**src/rtl/arm_mem_pkg.sv**
```systemverilog
// Shared constants and state encoding for the MEM-stage SRAM controller.
package arm_mem_pkg;

  localparam int unsigned BASE_ADDR_DEF = 1024;
  localparam int unsigned SRAM_DATA_W   = 16;
  localparam int unsigned WORD_W        = 32;

  typedef logic [2:0] state_t;

  localparam state_t ST_IDLE  = 3'd0;
  localparam state_t ST_RD_LO = 3'd1;
  localparam state_t ST_RD_HI = 3'd2;
  localparam state_t ST_WR_LO = 3'd3;
  localparam state_t ST_WR_HI = 3'd4;
  localparam state_t ST_DONE  = 3'd5;

endpackage

```
**src/rtl/mem_sram_controller.sv**
```systemverilog
// Splits one 32-bit MEM-stage access into two 16-bit asynchronous SRAM accesses
// (low half, then high half) and freezes the pipeline through ready while busy.
module mem_sram_controller
  import arm_mem_pkg::*;
#(
  parameter int unsigned BASE_ADDR   = BASE_ADDR_DEF,
  parameter int unsigned SRAM_ADDR_W = 18,
  parameter int unsigned HALF_CYCLES = 2
) (
  input  logic                    clk,
  input  logic                    rst,
  input  logic                    wr_en,
  input  logic                    rd_en,
  input  logic [WORD_W-1:0]       address,
  input  logic [WORD_W-1:0]       write_data,
  output logic [WORD_W-1:0]       read_data,
  output logic                    ready,
  output logic [SRAM_ADDR_W-1:0]  sram_addr,
  input  logic [SRAM_DATA_W-1:0]  sram_dq_in,
  output logic [SRAM_DATA_W-1:0]  sram_dq_out,
  output logic                    sram_dq_oe,
  output logic                    sram_we_n
);

  localparam int unsigned WORD_AW = SRAM_ADDR_W - 1;
  localparam int unsigned CNT_W   = (HALF_CYCLES > 1) ? $clog2(HALF_CYCLES) : 1;
  localparam logic [CNT_W-1:0] CNT_LAST = CNT_W'(HALF_CYCLES - 1);
  localparam logic [CNT_W-1:0] CNT_ONE  = CNT_W'(1);

  state_t                   r_state;
  logic [CNT_W-1:0]         r_cnt;
  logic [WORD_AW-1:0]       r_word;
  logic [WORD_W-1:0]        r_wdata;
  logic [SRAM_DATA_W-1:0]   r_lo;
  logic [WORD_W-1:0]        r_read_data;
  logic [SRAM_ADDR_W-1:0]   r_sram_addr;
  logic [SRAM_DATA_W-1:0]   r_sram_dq_out;
  logic                     r_sram_dq_oe;
  logic                     r_sram_we_n;

  logic                     w_req;
  logic                     w_last;
  logic [WORD_W-1:0]        w_offset;
  logic [WORD_AW-1:0]       w_word;

  assign w_req    = rd_en | wr_en;
  assign w_last   = (r_cnt == CNT_LAST);
  // Out-of-range addresses wrap simply by dropping the high word bits.
  assign w_offset = address - WORD_W'(BASE_ADDR);
  assign w_word   = WORD_AW'(w_offset >> 2);

  assign read_data   = r_read_data;
  assign sram_addr   = r_sram_addr;
  assign sram_dq_out = r_sram_dq_out;
  assign sram_dq_oe  = r_sram_dq_oe;
  assign sram_we_n   = r_sram_we_n;

  always_comb begin
    ready = 1'b0;
    case (r_state)
      ST_IDLE: ready = ~w_req;
      ST_DONE: ready = 1'b1;
      default: ready = 1'b0;
    endcase
  end

  // Request copies and the low-half read buffer need no reset: they are
  // always rewritten before being used.
  always_ff @(posedge clk) begin
    if (r_state == ST_IDLE && w_req) begin
      r_word  <= w_word;
      r_wdata <= write_data;
    end
    if (r_state == ST_RD_LO && w_last) begin
      r_lo <= sram_dq_in;
    end
  end

  // SRAM bus signals are registered so each phase presents stable strobes
  // from its first cycle to its last.
  always_ff @(posedge clk or negedge rst) begin
    if (!rst) begin
      r_state       <= ST_IDLE;
      r_cnt         <= '0;
      r_read_data   <= '0;
      r_sram_addr   <= '0;
      r_sram_dq_out <= '0;
      r_sram_dq_oe  <= 1'b0;
      r_sram_we_n   <= 1'b1;
    end else begin
      case (r_state)
        ST_IDLE: begin
          r_cnt <= '0;
          if (w_req) begin
            r_sram_addr <= {w_word, 1'b0};
            if (wr_en) begin
              r_state       <= ST_WR_LO;
              r_sram_dq_out <= write_data[SRAM_DATA_W-1:0];
              r_sram_dq_oe  <= 1'b1;
              r_sram_we_n   <= 1'b0;
            end else begin
              r_state <= ST_RD_LO;
            end
          end
        end
        ST_RD_LO: begin
          if (w_last) begin
            r_cnt       <= '0;
            r_sram_addr <= {r_word, 1'b1};
            r_state     <= ST_RD_HI;
          end else begin
            r_cnt <= r_cnt + CNT_ONE;
          end
        end
        ST_RD_HI: begin
          if (w_last) begin
            r_cnt       <= '0;
            r_read_data <= {sram_dq_in, r_lo};
            r_state     <= ST_DONE;
          end else begin
            r_cnt <= r_cnt + CNT_ONE;
          end
        end
        ST_WR_LO: begin
          if (w_last) begin
            r_cnt         <= '0;
            r_sram_addr   <= {r_word, 1'b1};
            r_sram_dq_out <= r_wdata[WORD_W-1:SRAM_DATA_W];
            r_state       <= ST_WR_HI;
          end else begin
            r_cnt <= r_cnt + CNT_ONE;
          end
        end
        ST_WR_HI: begin
          if (w_last) begin
            r_cnt        <= '0;
            r_sram_dq_oe <= 1'b0;
            r_sram_we_n  <= 1'b1;
            r_state      <= ST_DONE;
          end else begin
            r_cnt <= r_cnt + CNT_ONE;
          end
        end
        // Requests still asserted here belong to the next instruction.
        ST_DONE: r_state <= ST_IDLE;
        default: r_state <= ST_IDLE;
      endcase
    end
  end

endmodule

```
**config.mk**
```make
export PLATFORM = sky130hd
export DESIGN_NAME = mem_sram_controller
export DESIGN_NICKNAME = d
export VERILOG_FILES = /design/src/rtl/arm_mem_pkg.sv /design/src/rtl/mem_sram_controller.sv
export SDC_FILE = /design/constraint.sdc
export NUM_CORES = 1
export LEC_CHECK = 0
export CORE_ASPECT_RATIO = 1.2
export CORE_MARGIN = 10
export CORE_UTILIZATION = 46
export CTS_BUF_LIST = sky130_fd_sc_hd__clkbuf_4 sky130_fd_sc_hd__clkbuf_8 sky130_fd_sc_hd__clkbuf_16
export DETAILED_ROUTE_END_ITERATION = 10
export PLACE_DENSITY = 0.8
export SETUP_SLACK_MARGIN = 0.1
export SKIP_LAST_GASP = 1
export SYNTH_ARGS = -nofsm -noshare
export SYNTH_HDL_FRONTEND = slang
export SYNTH_SLANG_ARGS = --single-unit
```
**constraint.sdc**
```tcl
create_clock -name clk -period 3.5 [get_ports clk]
set_clock_uncertainty 0.2 [all_clocks]
set_input_delay 0.7 -clock clk [delete_from_list [all_inputs] [get_ports clk]]
set_output_delay 0.7 -clock clk [all_outputs]
set_load 0.03 [all_outputs]
```
==> results of run 1 <==
==> area by class of cell <==
| cell class | instances | area, um^2 | share of cell area, % |
|---|---|---|---|
| Multi-Input combinational cell | 187 | 1370 | 20.2 |
| Clock buffer | 21 | 455 | 6.71 |
| Clock inverter | 10 | 80.1 | 1.18 |
| Timing Repair Buffer | 144 | 1420 | 20.9 |
| Inverter | 8 | 30.0 | 0.442 |
| Tap cell | 126 | 158 | 2.32 |
| Sequential cell | 121 | 3270 | 48.2 |
==> stage by stage <==
step | setup WS (ns) | hold WS (ns) | std cells | total power, uW
6_report | 0.408 | 0.249 | 617 | 6920
5_1_grt | 0.242 | 0.284 | 617 | 7330
4_1_cts | 0.395 | 0.278 | 617 | 7010
3_5_place_dp | 0.394 | 0.262 | 586 | 5430
3_3_place_gp | 0.405 | 0.256 | 586 | 5340
2_1_floorplan | 0.403 | 0.204 | 332 | 4230
==> cell families after synthesis <==
| logic type | count (synthesis) | synth area share [%] |
|---|---|---|
| flops | 121 | 68.7 |
| simple gates | 66 | 6.46 |
| buf+inv | 24 | 2.86 |
| fa+ha+maj | 1 | 0.262 |
| xor+xnor | 8 | 1.47 |
| compound gates | 47 | 5.70 |
| mux | 65 | 14.5 |
==> sequential cells by signal (all words and copies together), names as in the netlist <==
name         flops
r_wdata         16
r_cnt            1
sram_we_n        1
r_state          3
sram_dq_out     16
r_word          17
read_data       32
r_lo            16
sram_dq_oe       1
sram_addr       18
==> how the worst max path moves through the flow <==
stage	startpoint	end	slack, ns	cells past startpoint
global route	wr_en	ready	0.24	5
detailed placement	rd_en	ready	0.39	5
global placement	rd_en	ready	0.40	5
CTS	rd_en	ready	0.39	5
finish	rd_en	ready	0.41	5
floorplan	r_state[0]	r_wdata[16]	0.40	3
==> power groups by stage <==
stage                     clock [uW]  combinational (uW)  sequential (uW)
after global placement             0                2940             2400
after floorplan                    0                1120             3120
after global routing            1650                3190             2490
after detailed placement           0                3000             2430
after CTS                       1590                3010             2420
final                           1550                2960             2410
==> routing by layer <==
layer / vias to the layer above / track usage (%) / share of wire (%)
li1: 1474 / - / -
met1: 1488 / 17.8 / 42
met2: 112 / 23.5 / 48
met3: 8 / 7.92 / 9.4
met4: 0 / 4.52 / 0.39
met5: - / 0 / 0
==> cells in the mapped netlist (all sizes together), types with 2 or more instances <==
cell type,count
inv,8
dfrtp,71
a21oi,25
mux2i,31
xor2,6
nand3b,2
mux2,34
o21ai,19
nor2b,3
nand2,22
nand2b,4
nor3,4
nor4,2
edfxtp,49
buf,15
nor2,24
xnor2,2
==> flow_summary.ini, run 1 <==
[die]
dieArea_um2 = 14800
coreArea_um2 = 10100
rows = 40
die_h_um = 132
die_x_um = 113
ioPinCount = 153
initial_core_util_pct = 47.4

[yosys]
yosysSeqAreaShare_pct = 68.7
synth_edf_count = 49
synth_area_leaders = dfrtp_1 (37%), edfxtp_1 (31%), mux2_2 (8.0%)
yosys.area.top_type = dfrtp_1
synthesis.nets = 417
yosys_warnings = 0
synth_area_um2 = 4770
syn-instance-count = 332
synth_cell_types = 34
ys_seq_elements = 121
synth.avg_cell_area_um2 = 14.4
yosysTopAreaCellShare_pct = 37.3
yosys_most_used_dff = dfrtp_1
async_flop_share_pct = 59.5

[setup_path]
cp-end-kind = output port
reg2reg_to = r_word[12]
arrival_ns = 2.19
r2r_cells = 4
critical_path.startpoint_type = input pin
critPathBufInv = 2
rr_startpoint = r_state[2]
cp_max_fo = 2
regToRegSetupSlack_ns = 1.33
criticalPathCategory = input pin to output port
slowest_stage = clkdlybuf4s50_1
cp.required_ns = 2.60
critPathMostFrequentCell = clkdlybuf4s50_1
cp_cell_sequence = clkdlybuf4s50_1, nor4_1, a21oi_1, nor2_1, clkdlybuf4s50_1
crit_family = buffers and inverters
cpPeakStageDelay_ns = 0.68

[power]
ir_worst_vdd_v = 0.000566
intPower_uw = 4370
p_switching_uw = 2550
pwr-share-clk_pct = 22.4
swShare_pct = 36.9
p_seq_share_pct = 34.8
leakage_uw = 0.00278
power.density_nw_per_um2 = 1020
pwr-share-comb_pct = 42.8

[timing]
period_needed_ns = 3.09
rsz0062_at_grt = false
post-route-period-util_pct = 88.3
relSlewSlack_pct = 37.6
worst_slew_pin_slew_ns = 0.936
fmax_mhz = 323
slew_violations = 0
setup_viol = 0
tns_ns = 0
hold_violations = 0

[global_route]
grt_overflow = 0
grt_pass1_vias = 3407
antenna_found_initial = 0
grt_first_pass_wirelength_um = 18100
grt_max_degree = 73
track_usage_pct = 15.1

[clock_network]
cts_buffers = 17
clk_path_buf_depth = 2
clock-sinks = 121
cts.htree.levels = 4
post_cts.repair.setup_buffers = 0
hold_buffers = 0
clkLatencyLatePin_ns = 0.40
cts_resized = 0
cts_tree = yes
path_clk_slew_ns = 0.05
clockRootBuffer = clkbuf_16

[detailed_routing]
drc = 0
drt_iter0_markers = 113
routed_wirelength_um = 10800
drtPass1Iterations = 4
viasPerCell = 5.00
wl_per_cell_um = 17.5
ant_nets = 0
num_vias = 3082

[min_path]
hp-class = input pin to asynchronous set/reset pin

[cells_and_area]
area_growth_pct = 42.5
drive_gt1_share_pct = 16.5
layout_commonest_cell = clkdlybuf4s50_1
finalNetCount = 564
mostFrequentLayoutCells = clkdlybuf4s50_1 (136), dfrtp_1 (71), edfxtp_1 (49)
stdcell_area_um2 = 6790
utilization_pct = 67.5
diodes = 0
fillCellCount = 720

[placed_design]
port_buffers = 137
hpwl_um = 7800
place.gp.congestion = 0.784
dpl_cell_area_um2 = 6250

[flow_run]
cap_violations = 0

[run_status]
status = completed
Power figures use the tool's default switching activity.
==> inputs of run 2 (changes only) <==
--- a/config.mk
+++ b/config.mk
@@ -9,7 +9,9 @@
 export CORE_MARGIN = 10
 export CORE_UTILIZATION = 46
 export CTS_BUF_LIST = sky130_fd_sc_hd__clkbuf_4 sky130_fd_sc_hd__clkbuf_8 sky130_fd_sc_hd__clkbuf_16
+export CTS_CLUSTER_SIZE = 24
 export DETAILED_ROUTE_END_ITERATION = 10
+export HOLD_SLACK_MARGIN = 0.1
 export PLACE_DENSITY = 0.8
 export SETUP_SLACK_MARGIN = 0.1
 export SKIP_LAST_GASP = 1
==> results of run 2 <==
No change in the layout: final DEF, timing and power equal those of run 1.
==> inputs of run 3 (changes only) <==
--- a/config.mk
+++ b/config.mk
@@ -7,12 +7,12 @@
 export LEC_CHECK = 0
 export CORE_ASPECT_RATIO = 1.2
 export CORE_MARGIN = 10
-export CORE_UTILIZATION = 46
+export CORE_UTILIZATION = 45
 export CTS_BUF_LIST = sky130_fd_sc_hd__clkbuf_4 sky130_fd_sc_hd__clkbuf_8 sky130_fd_sc_hd__clkbuf_16
 export CTS_CLUSTER_SIZE = 24
 export DETAILED_ROUTE_END_ITERATION = 10
 export HOLD_SLACK_MARGIN = 0.1
-export PLACE_DENSITY = 0.8
+export PLACE_DENSITY = 0.78
 export SETUP_SLACK_MARGIN = 0.1
 export SKIP_LAST_GASP = 1
 export SYNTH_ARGS = -nofsm -noshare
==> flow_summary.ini, run 3 (synthesized netlist as in run 1, its figures left out) <==
[placed_design]
hpwl_um = 7720
place.gp.congestion = 0.805
port_buffers = 137

[cells_and_area]
area_growth_pct = 43.1
utilization_pct = 65.5
diodes = 0
drive_gt1_share_pct = 16.1
mostFrequentLayoutCells = clkdlybuf4s50_1 (136), dfrtp_1 (71), edfxtp_1 (49)
largest_reg_flops = 32
fillCellCount = 756
finalNetCount = 563
layout_commonest_cell = clkdlybuf4s50_1

[die]
die_x_um = 114
ioPinCount = 153
initial_core_util_pct = 45.8
coreArea_um2 = 10400
rows = 41
dieArea_um2 = 15100
die_h_um = 133

[timing]
setup_viol = 0
tns_ns = 0
slew_violations = 0
rsz0062_at_grt = false
period_needed_ns = 3.12
post-route-period-util_pct = 89.1
worst_slew_pin_slew_ns = 0.938
hold_violations = 0
fmax_mhz = 321
relSlewSlack_pct = 37.5

[detailed_routing]
num_vias = 3106
routed_wirelength_um = 10900
wl_per_cell_um = 17.7
drc = 0
drt_iter0_markers = 159
ant_nets = 0
drtPass1Iterations = 4
viasPerCell = 5.01

[setup_path]
cp_max_fo = 2
r2r_cells = 4
criticalPathCategory = input pin to output port
regToRegSetupSlack_ns = 1.03
critical_path.startpoint_type = input pin
cp.required_ns = 2.60
reg2reg_to = sram_dq_out[15]
arrival_ns = 2.22
rr_startpoint = r_state[2]
crit_start = rd_en
crit_path_end = ready
cp-end-kind = output port

[clock_network]
cts_buffers = 17
post_cts.repair.setup_buffers = 0
cts_tree = yes
clk_path_buf_depth = 2
clockRootBuffer = clkbuf_16
path_clk_slew_ns = 0.05
hold_buffers = 0
clock-sinks = 121
cts.htree.levels = 4
cts_resized = 0
clkLatencyLatePin_ns = 0.40

[global_route]
grt_first_pass_wirelength_um = 18000
grt_max_degree = 73
track_usage_pct = 14.9
grt_overflow = 0
antenna_found_initial = 0
grt_pass1_vias = 3413

[min_path]
hp-class = input pin to asynchronous set/reset pin

[power]
power.density_nw_per_um2 = 1030
leakage_uw = 0.00277
ir_worst_vdd_v = 0.000472

[flow_run]
cap_violations = 0

[run_status]
status = completed
[run 3: cell count changes in the layout (fill, tap and decap cells not counted), sizes merged]
| cell | before | now |
|---|---|---|
| buf | 8 | 7 |
| clkbuf | 21 | 19 |
| clkinvlp | 2 | 4 |
| bufinv | 1 | 2 |
[run 3: worst min path at each step]
| stage | start | end | slack [ns] | cells past startpoint |
|---|---|---|---|---|
| after floorplan | rst | r_cnt | 0.20 | 0 |
| after global placement | r_lo[4] | read_data[4] | 0.26 | 1 |
| after detailed placement | r_lo[13] | read_data[13] | 0.27 | 1 |
| after CTS | r_lo[12] | read_data[12] | 0.28 | 1 |
| after global routing | r_lo[8] | read_data[8] | 0.29 | 1 |
| final | rst | read_data[14] | 0.24 | 1 |
[run 3: layout make-up]
cell class                      instances  area (um^2)  area share [%]
Clock buffer                           19          440            6.46
Multi-Input combinational cell        187         1370            20.1
Inverter                                8         30.0           0.440
Clock inverter                         13          130            1.91
Tap cell                              129          161            2.37
Timing Repair Buffer                  143         1410            20.7
Sequential cell                       121         3270            48.0
[run 3: per-stage QoR]
step	setup slack [ns]	hold WS (ns)	std cells	instance area, um^2	power [uW]
after detailed placement	0.379	0.265	588	6250	5430
final	0.382	0.241	620	6820	7020
after floorplan	0.403	0.204	332	4770	4230
after global routing	0.287	0.292	620	6820	7420
after global placement	0.376	0.257	588	6250	5340
after CTS	0.377	0.278	620	6820	7110
[run 3: power breakdown]
| group | internal [uW] | leakage [uW] | switching, uW |
|---|---|---|---|
| Combinational | 1270 | 0.00121 | 1690 |
| Clock | 1050 | 0.000271 | 598 |
| Sequential | 2100 | 0.00130 | 312 |
[run 3: critical path, stage by stage]
cell and delay (ns):
clkdlybuf4s50_1 0.43, nor4_1 0.24, a21oi_1 0.06, nor2_1 0.11, clkdlybuf4s50_1 0.68
[run 3: layer usage]
layer  routed length (um)  vias to the layer above  track usage (%)
met2                 5190                      110             22.8
met3                 1070                        5             7.69
met5                    0                        -                0
met1                 4610                     1519             17.5
met4                   72                        0             5.16
li1                     -                     1472                -
==> variant 1, RTL diff (flow settings as in run 2) <==
Set the parameter `HALF_CYCLES` to 4 (it was 2).
--- a/src/rtl/mem_sram_controller.sv
+++ b/src/rtl/mem_sram_controller.sv
@@ -6,5 +6,5 @@
   parameter int unsigned BASE_ADDR   = BASE_ADDR_DEF,
   parameter int unsigned SRAM_ADDR_W = 18,
-  parameter int unsigned HALF_CYCLES = 2
+  parameter int unsigned HALF_CYCLES = 4
 ) (
   input  logic                    clk,
Function: changed (Yosys sat finds a counterexample within 4 cycles, from zero or initial values and one cycle with rst low).
==> variant 1 against run 2 <==
- sequential cell count increased by 1
- area after synthesis increased by 1.3%
- worst hold slack got worse by 0.015 ns
- wire length increased by 5.0%
- critical path depth unchanged
- total power increased by 0.40%
- non-clock buffer count decreased by 1
- core utilization increased by 0.80 points
- final area increased by 2.2%
- sequential share of layout area decreased by 0.67 points
- clock power increased by 19%
- setup slack got worse by 0.099 ns
- largest power group unchanged
==> variant 1: results (changes against run 2) <==
multi-input combinational area share=20.30% (+0.11 points); first-pass GRT wire length=17970 um (-0.72%); syn_nets=429 (+2.9%); initial antenna violation count=0 (unchanged); crit path capture=ready; DR vias/cell=5.026 (+0.61%); Synth cell types=35 (+2.9%); Reg2Reg Depth=5 (+1); Peak VDD IR=514.1 uV (-9.2%); Worst-Margin Slew=0.9338 ns (-0.002546 ns); invs w/o clock=8 (unchanged); DR WL met3=733 um (-28%); clock-cell share of area=9.070% (+1.2 points); ratio of cells with drive above 1 in the final layout=15.97% (-0.53 points); multi-input gates=196 (+4.8%); Post-synth top cells=dfrtp_1, edfxtp_1, mux2_2, mux2i_1; GRT met2 Usage=25.43% (+2.0 points); # nets final=574 (+1.8%); Pleak=2.868 nW (+3.2%); Total GRT Usage=15.16% (about the same); Largest register FFs=32 (unchanged); Post-synth ARST share=59.84% (+0.33 points); Setup crit start=wr_en; buffering overhead=20.38% (-0.56 points); Max H-tree Level=4 (unchanged); register area share after synthesis=68.35% (-0.35 points); Plain + repair buffers=143 (-0.69%); Clk pin slew, worst setup/hold paths=0.05 ns (about the same); CP max FO=4 (+2); setup slack, reg-to-reg=1.24 ns (-0.09 ns); GPL Wtd Cong=0.6991 (-11%); met3 Usage GRT=5.692% (-2.2 points); total setup buffers inserted after CTS=0 (unchanged); met2 wire length=5781 um (+11%); placed cell areas=6310 sq um (+0.88%); vias in the first global route=3440 (+0.97%); DRT iter0 DRCs=163 (+44%); sequential share of cell area=47.55% (-0.67 points); M1 WL=4684 um (+3.3%); DP HPWL=8020 um (+2.8%); Most used DFF post-synth=dfrtp_1; Synth Register Bits=122 (+0.83%); drt total wl=11350 um (+5.0%); FF-to-FF End=read_data[11]$_DFFE_PN0P_; largest net degree at the start of global routing=74 (+1.4%); outcome=finished clean; Critical Path AT=2.29 ns (+0.10 ns); clkbuf count=18 (-14%); Fillers=748 (+3.9%); Synth area leaders=dfrtp_1, edfxtp_1, mux2_2, mux2i_1, a21oi_1; r2r startpoint=r_cnt[0]$_DFFE_PN0P_; met1 Resource Use GR=16.98% (-0.82 points)
## variant 1: critical path, cell delays in order
cell             delay [ns]
clkdlybuf4s50_1        0.47
nor4_1                 0.26
a21oi_1                0.07
nor2_1                 0.11
clkdlybuf4s50_1        0.69
## variant 1: cells by family (layout without fill, tap and decap cells)
group                      count (synthesis)  after routing  synth area share, %
and+or+nand+nor                           71             71                6.895
muxes                                     66             66                14.67
DFF                                      122            122                68.35
buffers and inverters                     25            183                2.877
AOI/OAI and AO/OA                         50             50                5.417
adders and majority gates                  2              2               0.5183
xor gates and xnor gates                   7              7                1.270
## variant 1: stage by stage
stage	util, %	cells	power (W)	setup slack (ns)
after floorplan	-	343	0.004044	0.4441
after global placement	62.11	595	0.005070	0.3348
after detailed placement	62.11	595	0.005171	0.3115
after CTS	68.30	627	0.007026	0.3089
after global routing	68.30	627	0.007313	0.2479
final	68.30	627	0.006945	0.3085
## variant 1: worst min-delay path by stage
stage | from | endpoint | slack (ns) | cells after the start
floorplan | rst | r_cnt[0]$_DFFE_PN0P_ | 0.20 | 0
global placement | r_lo[15]$_DFFE_PP_ | read_data[15]$_DFFE_PN0P_ | 0.26 | 1
detailed placement | r_lo[11]$_DFFE_PP_ | read_data[11]$_DFFE_PN0P_ | 0.26 | 1
CTS | rst | read_data[9]$_DFFE_PN0P_ | 0.28 | 1
global route | r_lo[10]$_DFFE_PP_ | read_data[10]$_DFFE_PN0P_ | 0.30 | 1
finish | rst | read_data[13]$_DFFE_PN0P_ | 0.23 | 1
## variant 1: where the power goes
group | leakage [nW] | switching, W | internal (W)
sequential | 1.33 | 0.000274 | 0.00204
clock | 0.300 | 0.000633 | 0.00120
combinational | 1.24 | 0.00161 | 0.00119
==> variant 2, RTL diff (config.mk and constraints of run 2) <==
Made on the original files. Reset style: synchronous (`rst`), changed in one clocked block. Comments in the files are not updated.
--- a/src/rtl/mem_sram_controller.sv
+++ b/src/rtl/mem_sram_controller.sv
@@ -79,5 +79,5 @@
   // SRAM bus signals are registered so each phase presents stable strobes
   // from its first cycle to its last.
-  always_ff @(posedge clk or negedge rst) begin
+  always_ff @(posedge clk) begin
     if (!rst) begin
       r_state       <= ST_IDLE;
Behaviour: differs if rst is asserted again (counterexample within 4 cycles, from zero or initial values and one cycle with rst low); with rst held inactive, the same outputs for 4 cycles.
==> variant 2 against run 2 <==
- wire length is 17% higher
- sequential share of layout area is 5.2 points lower
- area after synthesis is 3.2% lower
- count of clock-buffer cells in the layout is 3 lower
- cell count is 18% higher
- sequential cell count stayed put
- maximum frequency is 1.6% lower
- setup slack worse by 0.051 ns
- final area is 0.18% lower
- largest cell class unchanged
Power is not compared: it rests on default switching activity, and its combinational part moved more than twofold at a synthesized area within 25%.
==> variant 2: results (changes against run 2) <==
clkbuf count=18 (-14%); outcome=finished clean; CP max FO=3 (+1); Post-synth ARST share=0% (-60 points); GRT met2 Usage=30.34% (+6.9 points); Total GRT Usage=17.20% (+2.1 points); Core Area=9910 sq um (-1.5%); first-pass GRT wire length=20200 um (+12%); # nets final=671 (+19%); invs w/o clock=13 (+5); max incr delay on CP=0.70 ns (+0.02 ns); M1 WL=4985 um (+9.9%); DR WL/cell=17.48 um (-0.20%); clock-cell share of area=9.821% (+1.9 points); Plain + repair buffers=148 (+2.8%); Post-synth top cells=nand2_1, dfxtp_1, edfxtp_1, a21oi_1, nor2_1; buffering overhead=21.64% (+0.70 points); vias=3879 (+26%); Most used DFF post-synth=dfxtp_1; DRT iter0 DRCs=209 (+85%); Post-Synth Adder-Cell Area=0.2711% (+0.0086 points); DR WL met3=792 um (-22%); complex-gate fraction of the synthesized area=14.37% (+8.7 points); DP HPWL=8796 um (+13%); Reg area=2913 sq um (-11%); met2 wire length=6566 um (+26%)
[variant 2: metrics by stage]
stage	total power, W	setup slack, ns	hold WS (ns)	utilization, %
6_report	0.004915	0.3572	0.2549	68.40
5_1_grt	0.005105	0.1717	0.2775	68.40
4_1_cts	0.004941	0.3449	0.2557	68.40
3_5_place_dp	0.002994	0.3577	0.2485	61.68
3_3_place_gp	0.002953	0.3346	0.2416	61.68
2_1_floorplan	0.002513	0.4909	0.2713	-
[variant 2: worst paths after layout]
path	endpoint	cells past startpoint	start
setup / recovery	ready	5	rd_en
hold / removal	read_data[7]$_SDFFE_PN0P_	2	read_data[7]$_SDFFE_PN0P_
hold reg to reg	read_data[7]$_SDFFE_PN0P_	2	read_data[7]$_SDFFE_PN0P_
setup reg to reg	sram_addr[10]$_SDFFE_PN0P_	5	r_state[0]$_SDFFE_PN0P_
[variant 2: tightest hold or removal path, cell delays in order, from the launching register on]
cell	delay, ns
dfxtp_1	0.31
nand2_1	0.05
a21oi_1	0.05
